$ cat src/rtl/rc5_pkg.sv
// rc5_pkg: shared constants, state encoding and round-count helpers for the RC5-16 key schedule
package rc5_pkg;

   localparam int W           = 16;
   localparam int MAX_ROUNDS  = 16;
   localparam int MAX_SUBKEYS = 34;
   localparam int KEY_WORDS   = 8;

   localparam logic [W-1:0] P16 = 16'hB7E1;
   localparam logic [W-1:0] Q16 = 16'h9E37;

   typedef enum logic [1:0] {IDLE, INIT, MIX, DONE} state_t;

   // table length t = 2(r+1) after clamping r to the supported maximum
   function automatic logic [5:0] t_of(input logic [4:0] r);
      logic [4:0] rc;
      rc = (r > 5'(MAX_ROUNDS)) ? 5'(MAX_ROUNDS) : r;
      return {rc, 1'b0} + 6'd2;
   endfunction

   // mixing iterations: three passes over the longer of S and L
   function automatic logic [6:0] nmix_of(input logic [5:0] t);
      logic [5:0] m;
      m = (t < 6'd8) ? 6'd8 : t;
      return {1'b0, m} + {m, 1'b0};
   endfunction

endpackage

$ cat src/rtl/rc5_key_expand_if.sv
// rc5_key_expand_if: request/result bundle between the key-schedule engine and its user
interface rc5_key_expand_if;
   import rc5_pkg::*;

   logic                         start;
   logic [4:0]                   num_rounds;
   logic [KEY_WORDS*W-1:0]       key;
   logic                         busy;
   logic                         done;
   logic                         sk_valid;
   logic [MAX_SUBKEYS*W-1:0]     subkeys;

   modport master (
      output start, num_rounds, key,
      input  busy, done, sk_valid, subkeys
   );

   modport slave (
      input  start, num_rounds, key,
      output busy, done, sk_valid, subkeys
   );

endinterface

$ cat src/rtl/rotl.sv
// rotl: variable left rotate of a word by 0..15 bits
module rotl #(
   parameter int W = 16
) (
   input  logic [W-1:0] data_i,
   input  logic [3:0]   n_i,
   output logic [W-1:0] data_o
);

   logic [2*W-1:0] dbl;

   // shifting the doubled word leaves the rotated value in the upper half
   always_comb begin
      dbl    = {data_i, data_i} << n_i;
      data_o = dbl[2*W-1:W];
   end

endmodule

$ cat src/rtl/rc5_key_expand.sv
// rc5_key_expand: sequential RC5-16 key schedule producing S[0..33] from a 128-bit key
module rc5_key_expand
   import rc5_pkg::*;
(
   input  logic             clk,
   input  logic             rst,
   rc5_key_expand_if.slave  bus
);

   state_t       state_q, state_d;
   logic [W-1:0] s_q [MAX_SUBKEYS];
   logic [W-1:0] s_d [MAX_SUBKEYS];
   logic [W-1:0] l_q [KEY_WORDS];
   logic [W-1:0] l_d [KEY_WORDS];
   logic [W-1:0] a_q, a_d, b_q, b_d, acc_q, acc_d;
   logic [5:0]   i_q, i_d, t_q, t_d;
   logic [2:0]   j_q, j_d;
   logic [6:0]   cnt_q, cnt_d, nmix_q, nmix_d;
   logic         valid_q, valid_d;
   logic [W-1:0] sum_a, a_new, ab, sum_b, b_new;

   rotl #(.W(W)) u_rotl (
      .data_i (sum_b),
      .n_i    (ab[3:0]),
      .data_o (b_new)
   );

   // one mixing step: A rotates by a constant 3, B by the low nibble of A+B
   always_comb begin
      sum_a = s_q[i_q] + a_q + b_q;
      a_new = {sum_a[W-4:0], sum_a[W-1:W-3]};
      ab    = a_new + b_q;
      sum_b = l_q[j_q] + ab;
   end

   // next-state logic: capture, table init via running accumulator, mixing, completion
   always_comb begin
      state_d = state_q;
      s_d     = s_q;
      l_d     = l_q;
      a_d     = a_q;
      b_d     = b_q;
      acc_d   = acc_q;
      i_d     = i_q;
      j_d     = j_q;
      t_d     = t_q;
      cnt_d   = cnt_q;
      nmix_d  = nmix_q;
      valid_d = valid_q;
      case (state_q)
         IDLE: if (bus.start) begin
            state_d = INIT;
            valid_d = 1'b0;
            t_d     = t_of(bus.num_rounds);
            nmix_d  = nmix_of(t_d);
            acc_d   = P16;
            i_d     = '0;
            for (int k = 0; k < MAX_SUBKEYS; k++) s_d[k] = '0;
            for (int k = 0; k < KEY_WORDS; k++) l_d[k] = bus.key[W*k +: W];
         end
         INIT: begin
            s_d[i_q] = acc_q;
            acc_d    = acc_q + Q16;
            i_d      = i_q + 6'd1;
            if (i_q == t_q - 6'd1) begin
               state_d = MIX;
               i_d     = '0;
               j_d     = '0;
               a_d     = '0;
               b_d     = '0;
               cnt_d   = '0;
            end
         end
         MIX: begin
            s_d[i_q] = a_new;
            l_d[j_q] = b_new;
            a_d      = a_new;
            b_d      = b_new;
            i_d      = (i_q + 6'd1 == t_q) ? 6'd0 : i_q + 6'd1;
            j_d      = j_q + 3'd1;
            cnt_d    = cnt_q + 7'd1;
            if (cnt_q == nmix_q - 7'd1) begin
               state_d = DONE;
               valid_d = 1'b1;
            end
         end
         DONE:    state_d = IDLE;
         default: state_d = IDLE;
      endcase
   end

   // state and datapath registers; active-low synchronous reset clears everything
   always_ff @(posedge clk) begin
      if (!rst) begin
         state_q <= IDLE;
         s_q     <= '{default: '0};
         l_q     <= '{default: '0};
         a_q     <= '0;
         b_q     <= '0;
         acc_q   <= '0;
         i_q     <= '0;
         j_q     <= '0;
         t_q     <= '0;
         cnt_q   <= '0;
         nmix_q  <= '0;
         valid_q <= 1'b0;
      end else begin
         state_q <= state_d;
         s_q     <= s_d;
         l_q     <= l_d;
         a_q     <= a_d;
         b_q     <= b_d;
         acc_q   <= acc_d;
         i_q     <= i_d;
         j_q     <= j_d;
         t_q     <= t_d;
         cnt_q   <= cnt_d;
         nmix_q  <= nmix_d;
         valid_q <= valid_d;
      end
   end

   assign bus.busy     = state_q != IDLE;
   assign bus.done     = state_q == DONE;
   assign bus.sk_valid = valid_q;

   for (genvar g = 0; g < MAX_SUBKEYS; g++) begin : g_sk
      assign bus.subkeys[W*g +: W] = s_q[g];
   end

endmodule
$ cat src/flat_wrapper.sv
// flat-port wrapper written by rule: the top's interface ports become plain ports
module rc5_key_expand_flat import rc5_pkg::*;
  (clk, rst, bus_start, bus_num_rounds, bus_key, bus_busy, bus_done, bus_sk_valid, bus_subkeys);
  rc5_key_expand_if bus_i ();
  input  logic clk;
  input  logic rst;
  input wire logic [$bits(bus_i.start)-1:0] bus_start;
  input wire logic [$bits(bus_i.num_rounds)-1:0] bus_num_rounds;
  input wire logic [$bits(bus_i.key)-1:0] bus_key;
  output wire logic [$bits(bus_i.busy)-1:0] bus_busy;
  output wire logic [$bits(bus_i.done)-1:0] bus_done;
  output wire logic [$bits(bus_i.sk_valid)-1:0] bus_sk_valid;
  output wire logic [$bits(bus_i.subkeys)-1:0] bus_subkeys;
  assign bus_i.start = bus_start;
  assign bus_i.num_rounds = bus_num_rounds;
  assign bus_i.key = bus_key;
  assign bus_busy = bus_i.busy;
  assign bus_done = bus_i.done;
  assign bus_sk_valid = bus_i.sk_valid;
  assign bus_subkeys = bus_i.subkeys;
  rc5_key_expand u_core (.clk(clk), .rst(rst), .bus(bus_i));
endmodule
$ cat config.mk
export PLATFORM = sky130hd
export DESIGN_NAME = rc5_key_expand_flat
export DESIGN_NICKNAME = d
export VERILOG_FILES = /design/src/rtl/rc5_pkg.sv /design/src/rtl/rc5_key_expand_if.sv /design/src/rtl/rotl.sv /design/src/rtl/rc5_key_expand.sv /design/src/flat_wrapper.sv
export SDC_FILE = /design/constraint.sdc
export NUM_CORES = 2
export LEC_CHECK = 0
export BUFFER_PORTS_ARGS = -buffer_cell sky130_fd_sc_hd__buf_4
export CAP_MARGIN = 40
export CORE_MARGIN = 3
export CORE_UTILIZATION = 50
export CTS_BUF_LIST = sky130_fd_sc_hd__clkbuf_8
export DETAILED_ROUTE_END_ITERATION = 6
export PLACE_DENSITY_LB_ADDON = 0.12
export SLEW_MARGIN = 20
export SYNTH_ARGS = -nofsm -noshare
export SYNTH_HDL_FRONTEND = slang
export SYNTH_SLANG_ARGS = --single-unit
$ cat constraint.sdc
create_clock -name clk -period 16.4 [get_ports clk]
set_clock_uncertainty 0.15 [all_clocks]
set_input_delay 1.64 -clock clk [delete_from_list [all_inputs] [get_ports clk]]
set_output_delay 1.64 -clock clk [all_outputs]
set_load 0.01 [all_outputs]
# Word level (Yosys, flattened, before mapping)
# Index checks and enable logic that the tools add are counted.
# totals
word_cells,136
regBits,752
out_inout_bits,547
in_bits,136
# classes
n_eq_ne,9
n_shift,1
magnitude_cmp,6
add_sub_neg,12
bitwise_logic,2
muxes,39
n_reduce_logical,15
# ops
cell,count
$pmux W544 S3,1
$bwmux W544,2
$mux W544,1
$pmux W128 S2,1
$bwmux W128,1
$mux W128,1
$mux W16,8
$bmux W16 S6,1
$demux W16 S6,1
$pmux W16 S2,3
$add A16 B16 Y16,4
$bmux W16 S3,1
$demux W16 S3,1
$shl A32 B4 Y32,1
$mux W6,4
$pmux W6 S3,1
$add A16 B16 Y16 const B,1
$pmux W7 S2,1
$eq A6 B6 Y1,2
$reduce_and A2 Y1,5
$pmux W2 S4,1
$reduce_bool A2 Y1,4
$add A6 B7 Y7,1
$add A7 B1 Y7 const B,1
29 further kinds,36

# Logic depth before layout (Yosys ltp)
# logic_depth
word_depth,11
mapped_depth,48
depth_no_buf,44

# By module
# A second synthesis with hierarchy kept.
# hier_totals
cells_unflattened,4857
hier_area_um2,39061.2
# modules_own_cells
module,seq_area_each_um2,cells_each,area_each_um2,instances
rc5_key_expand,15014.4,4817,38230.4,1
rotl,0.0,40,830.8,1

# Least setup slack after synthesis
# OpenSTA, ideal clock, no wires.
# synth_timing
path_kind,flip-flop to flip-flop
start,register u_core.i_q[0]
end,register u_core.l_q[100] in the netlist's numbering
setup_slack_ps,6163
path_stages_with_launch,46
n_path_buf,6
required_ps,16099
setup_time_ps,151
period_less_slack_ps,10237
t_arrival_ps,9935
path_cell_list,dfxtp_1 > clkbuf_1 > buf_1 > clkbuf_1 > nor2_1 > and2_1 > clkbuf_1 > buf_1 > buf_1 > a22oi_1 > nand4_1 > a221oi_1 > fa_1 > inv_1 > ha_1 > inv_1 > fa_1 > nor2b_1 > (+10 left out) > o21bai_1 > a21oi_1 > o21bai_1 > a211oi_1 > o21ai_0 > a31o_2 > a21oi_1 > xnor2_1 > ha_1 > nand2_1 > o21ai_0 > a41o_1 > o31ai_4 > xnor3_2 > xnor2_1 > mux4_2 > o31ai_2 > a221oi_1
# synth_via
elab_chain_cells,11
# synth_rtl
item,line,text
"start, declared",rc5_key_expand.sv:16,"logic [5:0] i_q, i_d, t_q, t_d;"
"start signal, assigned",rc5_key_expand.sv:114,i_q <= i_d;
$not A6 Y7 (implied by the code) (*),rc5_key_expand.sv:30,sum_a = s_q[i_q] + a_q + b_q;
$bmux W16 S6 (*),rc5_key_expand.sv:30,
$mux W16 (implied by the code) (*) (2 in series),rc5_key_expand.sv:30,
$add A16 B16 Y16 (*) (2 in series),rc5_key_expand.sv:30,
$add A16 B16 Y16 (*),rc5_key_expand.sv:32,ab = a_new + b_q;
$add A16 B16 Y16,rc5_key_expand.sv:33,sum_b = l_q[j_q] + ab;
$shl A32 B4 Y32 (*),rotl.sv:14,"dbl = {data_i, data_i} << n_i;"
$bwmux W128 (*),rc5_key_expand.sv:76,l_d[j_q] = b_new;
$pmux W128 S2 (*),rc5_key_expand.sv:50,case (state_q)
"end signal, assigned",rc5_key_expand.sv:110,l_q <= l_d;
"end, declared",rc5_key_expand.sv:13,logic [W-1:0] l_q [KEY_WORDS];
# Mark *: on every way between the ends. The rest lies on a longest branch, timed or not. The select of a mux whose other input is x is not followed.
# A chain may end at the register's enable or synchronous reset.

# Worst setup path after layout
# layout_timing
start,register u_core.i_q[2]
end,register u_core.l_q[100] in the netlist's numbering
# The elaborated chain is that of the path after synthesis.

==> summary.md <==
| Metric | Value |
|---|---|
| Result of the run | `finished with violations` |
| Violations in the final reports | `design-rule violations` |
| Ratio of routed vias to standard cells | `6.96` |
| Maximum number of pins on one net before global-route repair | `92` |
| Largest area contributor in the netlist | `sky130_fd_sc_hd__dfxtp_1` |
| Slowest cell on the critical path | `sky130_fd_sc_hd__o31ai_2` |
| Total Wirelength | `around 190 mm` |
| Worst slew margin relative to its limit | `about 36%` |
| Post-Place Cell Area | `45500 sq um` |
| Longest Clk Path Bufs | `3` |
| Final Hold Fails | `0` |
| Data arrival at the endpoint of the critical path | `around 13000 ps` |
| Setup repair after global routing missed its margin | `no` |
| CTS root buf | `sky130_fd_sc_hd__clkbuf_8` |
| Placement-stage worst setup slack | `4660 ps` |
| Leading post-synthesis cells by cell area | `sky130_fd_sc_hd__dfxtp_1, sky130_fd_sc_hd__a22oi_1, sky130_fd_sc_hd__o21ai_0` |
| PnR Total Power | `between 7 and 8 mW` |
| Reported leakage power | `roughly 18 nW` |
| Tcrit/Tclk final | `about three quarters` |
| Detailed-routing iteration count for the pre-antenna-repair pass | `7` |
| Highest ir drop seen on vdd | `about 120 uV` |
| Area grow syn2layout | `23.2%` |
| Slew of the pin with the lowest slew margin | `951 ps` |
| Final WS setup | `4200 ps` |
| Total clock sinks | `750` |
| Cells resized by post-CTS repair | `0` |
| Clock transition at path regs | `about 60 ps` |
| Maximum fanout encountered on the critical timing path | `26` |
| Placed cells | `between 6000 and 7000` |
| Area of the die | `around 80000 sq um` |
| Number of max-capacitance violations reported | `0` |
| Count of final max-slew check failures | `0` |
| Core Util, Final | `approximately 62%` |
| Net count after synthesis | `approximately 5100` |
| Routed Antenna Nets | `0` |
| Netlist area before placement | `between 30000 and 40000 sq um` |
| Global-route wire length before repair | `280 mm` |
| Tot GR Track Use | `45.0%` |
| Number of global-route vias before repair | `roughly 41000` |
| Synthesis warning total | `0` |
| Worst skew pair latency | `820 ps` |
| Count of hold-fix buffers inserted at cts | `0` |
| Initial DRC Count | `7093` |
| Worst EP required | `16900 ps` |
| Number of enable-type register cells in the synthesized netlist | `0` |
| Filler-free cell count of the finished design | `roughly 6600` |
| Top Ports | `slightly below 700` |
| Level count of the clock H-tree | `4` |
| Cells after Synth | `approximately 5000` |
| Antenna violations before repair | `5` |
| Register bit total from synthesis | `between 700 and 800` |
| Count of unique library cells instantiated by Yosys | `slightly below 90` |
| Residual DRC count | `30` |
| Cell types with the highest counts after synthesis | `sky130_fd_sc_hd__dfxtp_1, sky130_fd_sc_hd__o21ai_0, sky130_fd_sc_hd__nor2_1` |
| Total Neg Setup Slack | `0 ps` |
| Total setup violations reported at the end of the flow | `0` |
| Number of rows created at floorplan | `approximately 100` |
| Die Width | `between 200 and 300 microns` |
| Post-route design area | `about 48000 sq um` |
| Final critical delay including setup and external delays | `between 10000 and 15000 ps` |
| Worst hold slack | `about 320 ps` |
| Path type of the worst min-delay path | `register to register` |
| RD Place Congestion | `~0.99` |
| Largest stage delay on the critical path | `670 ps` |
| Via count of the routed design | `45710` |
| GRT Residual Overflow | `0` |
| Post-synthesis async set-or-reset flop share | `0%` |
| HPWL after detailed placement | `roughly 140 mm` |
| Core footprint | `a little under 80000 sq um` |
| Primary flip-flop cell chosen by synthesis mapping | `sky130_fd_sc_hd__dfxtp_1` |
| Effective utilization at floorplan | `about half` |
| Clock buffers created by TritonCTS | `133` |
| Pwr dens | `around 150 nW/um^2` |
| Worst Setup Start Kind | `register` |
| Type of the worst setup path | `register to register` |
| CTS tree | `yes` |
| Final layout net count | `about 5600` |
| Routed wire length per instance | `29.5 microns` |
| Number of buffer cells added on primary ports | `682` |
| FMAX | `~0.082 GHz` |
| Y dimension of the die | `~290 microns` |
| Yosys top cell area share | `between 30% and 40%` |
| Most used standard cell by instance count after synthesis | `sky130_fd_sc_hd__dfxtp_1` |
| Sequential cell area fraction in the yosys report | `38.2%` |
| Endpoint kind of the worst setup timing path | `register` |
| Post-CTS setup buffer count | `0` |
| Share of layout cells above drive strength 1 | `between 20% and 30%` |
| Average footprint of a synthesized cell | `a little over 8 sq um` |
final timing paths:
| check | from | to | slack [ps] | cells after the start |
|---|---|---|---|---|
| max | u_core.i_q[2]$_SDFFE_PN0P_ | u_core.l_q[100]$_SDFFE_PN0P_ | 4200 | 39 |
| min | u_core.nmix_q[6]$_SDFFE_PN0P_ | u_core.nmix_q[6]$_SDFFE_PN0P_ | 320 | 2 |
| max reg2reg | u_core.i_q[2]$_SDFFE_PN0P_ | u_core.l_q[100]$_SDFFE_PN0P_ | 4200 | 39 |
| min reg2reg | u_core.nmix_q[6]$_SDFFE_PN0P_ | u_core.nmix_q[6]$_SDFFE_PN0P_ | 320 | 2 |
state kept, by name, summed over array words and instances, names as in the netlist, 2 cells and up:
register	flops
u_core.acc_q	16
u_core.j_q	3
u_core.b_q	16
u_core.nmix_q	6
u_core.t_q	5
u_core.i_q	6
u_core.a_q	16
u_core.state_q	2
u_core.cnt_q	7
u_core.l_q	128
u_core.bus.subkeys	544
final cells by class:
| type | count | area (sq um) |
|---|---|---|
| diodes | 4 | 10.0 |
| clock buffers | 164 | 2260 |
| clock inverters | 78 | 429 |
| fillers | 7004 | 29300 |
| inverters | 41 | 161 |
| multi-input cells | 3649 | 22600 |
| flip-flops and latches | 750 | 15000 |
| well taps | 1040 | 1300 |
| repair buffers | 843 | 6620 |
layer usage:
metal | vias up | share of wire (%) | GRT usage, %
met5 | - | 0 | 0
met3 | 857 | 14 | 14.9
met2 | 3653 | 43 | 68.0
met4 | 0 | 8.5 | 31.3
met1 | 21651 | 35 | 54.0
li1 | 19549 | - | -
power by group:
part / internal, mW / leakage (nW) / switching (mW)
Clock: 0.917 / 1.58 / 0.865
Combinational: 0.874 / 10.8 / 2.42
Sequential: 1.99 / 6.08 / 0.150
logic make-up (layout without fill, tap and decap cells):
group / count (synthesis) / after routing / synth area share (%)
XOR/XNOR: 82 / 82 / 1.90
AND/OR/NAND/NOR: 1183 / 1183 / 12.7
AO/OA/AOI/OAI: 2217 / 2217 / 37.0
other: 0 / 4 / 0
adder cells (fa/ha/maj): 80 / 80 / 2.91
multiplexers: 87 / 87 / 2.59
buffers and inverters: 483 / 1126 / 4.64
flip-flops: 750 / 750 / 38.2
critical path, delay by kind of cell, from the launching register on:
family / cells / cell delay (ps)
AOI/OAI and AO/OA: 22 / 5430
adders and majority gates: 5 / 1850
buffers and inverters: 3 / 1280
and+or+nand+nor: 4 / 1260
xor gates and xnor gates: 4 / 890
muxes: 1 / 600
DFF: 1 / 530
layout by cell type, fill, tap and decap left out, drive strengths merged, types with 19 or more instances in the layout:
master,synthesis,final
buf,43,841
dfxtp,750,750
o21ai,729,729
nor2,634,634
a22oi,557,557
a21oi,326,326
nand2,293,293
clkbuf,399,166
o221ai,156,156
a211oi,101,101
inv,35,101
a22o,95,95
nor3,72,72
mux2i,61,61
ha,61,61
nand4,50,50
xnor2,48,48
a221oi,48,48
xor2,32,32
a31oi,30,30
a2bb2oi,27,27
nand3,24,24
o211ai,21,21
a21o,20,20
fa,19,19
No activity file was read; power rests on OpenSTA's default activity.
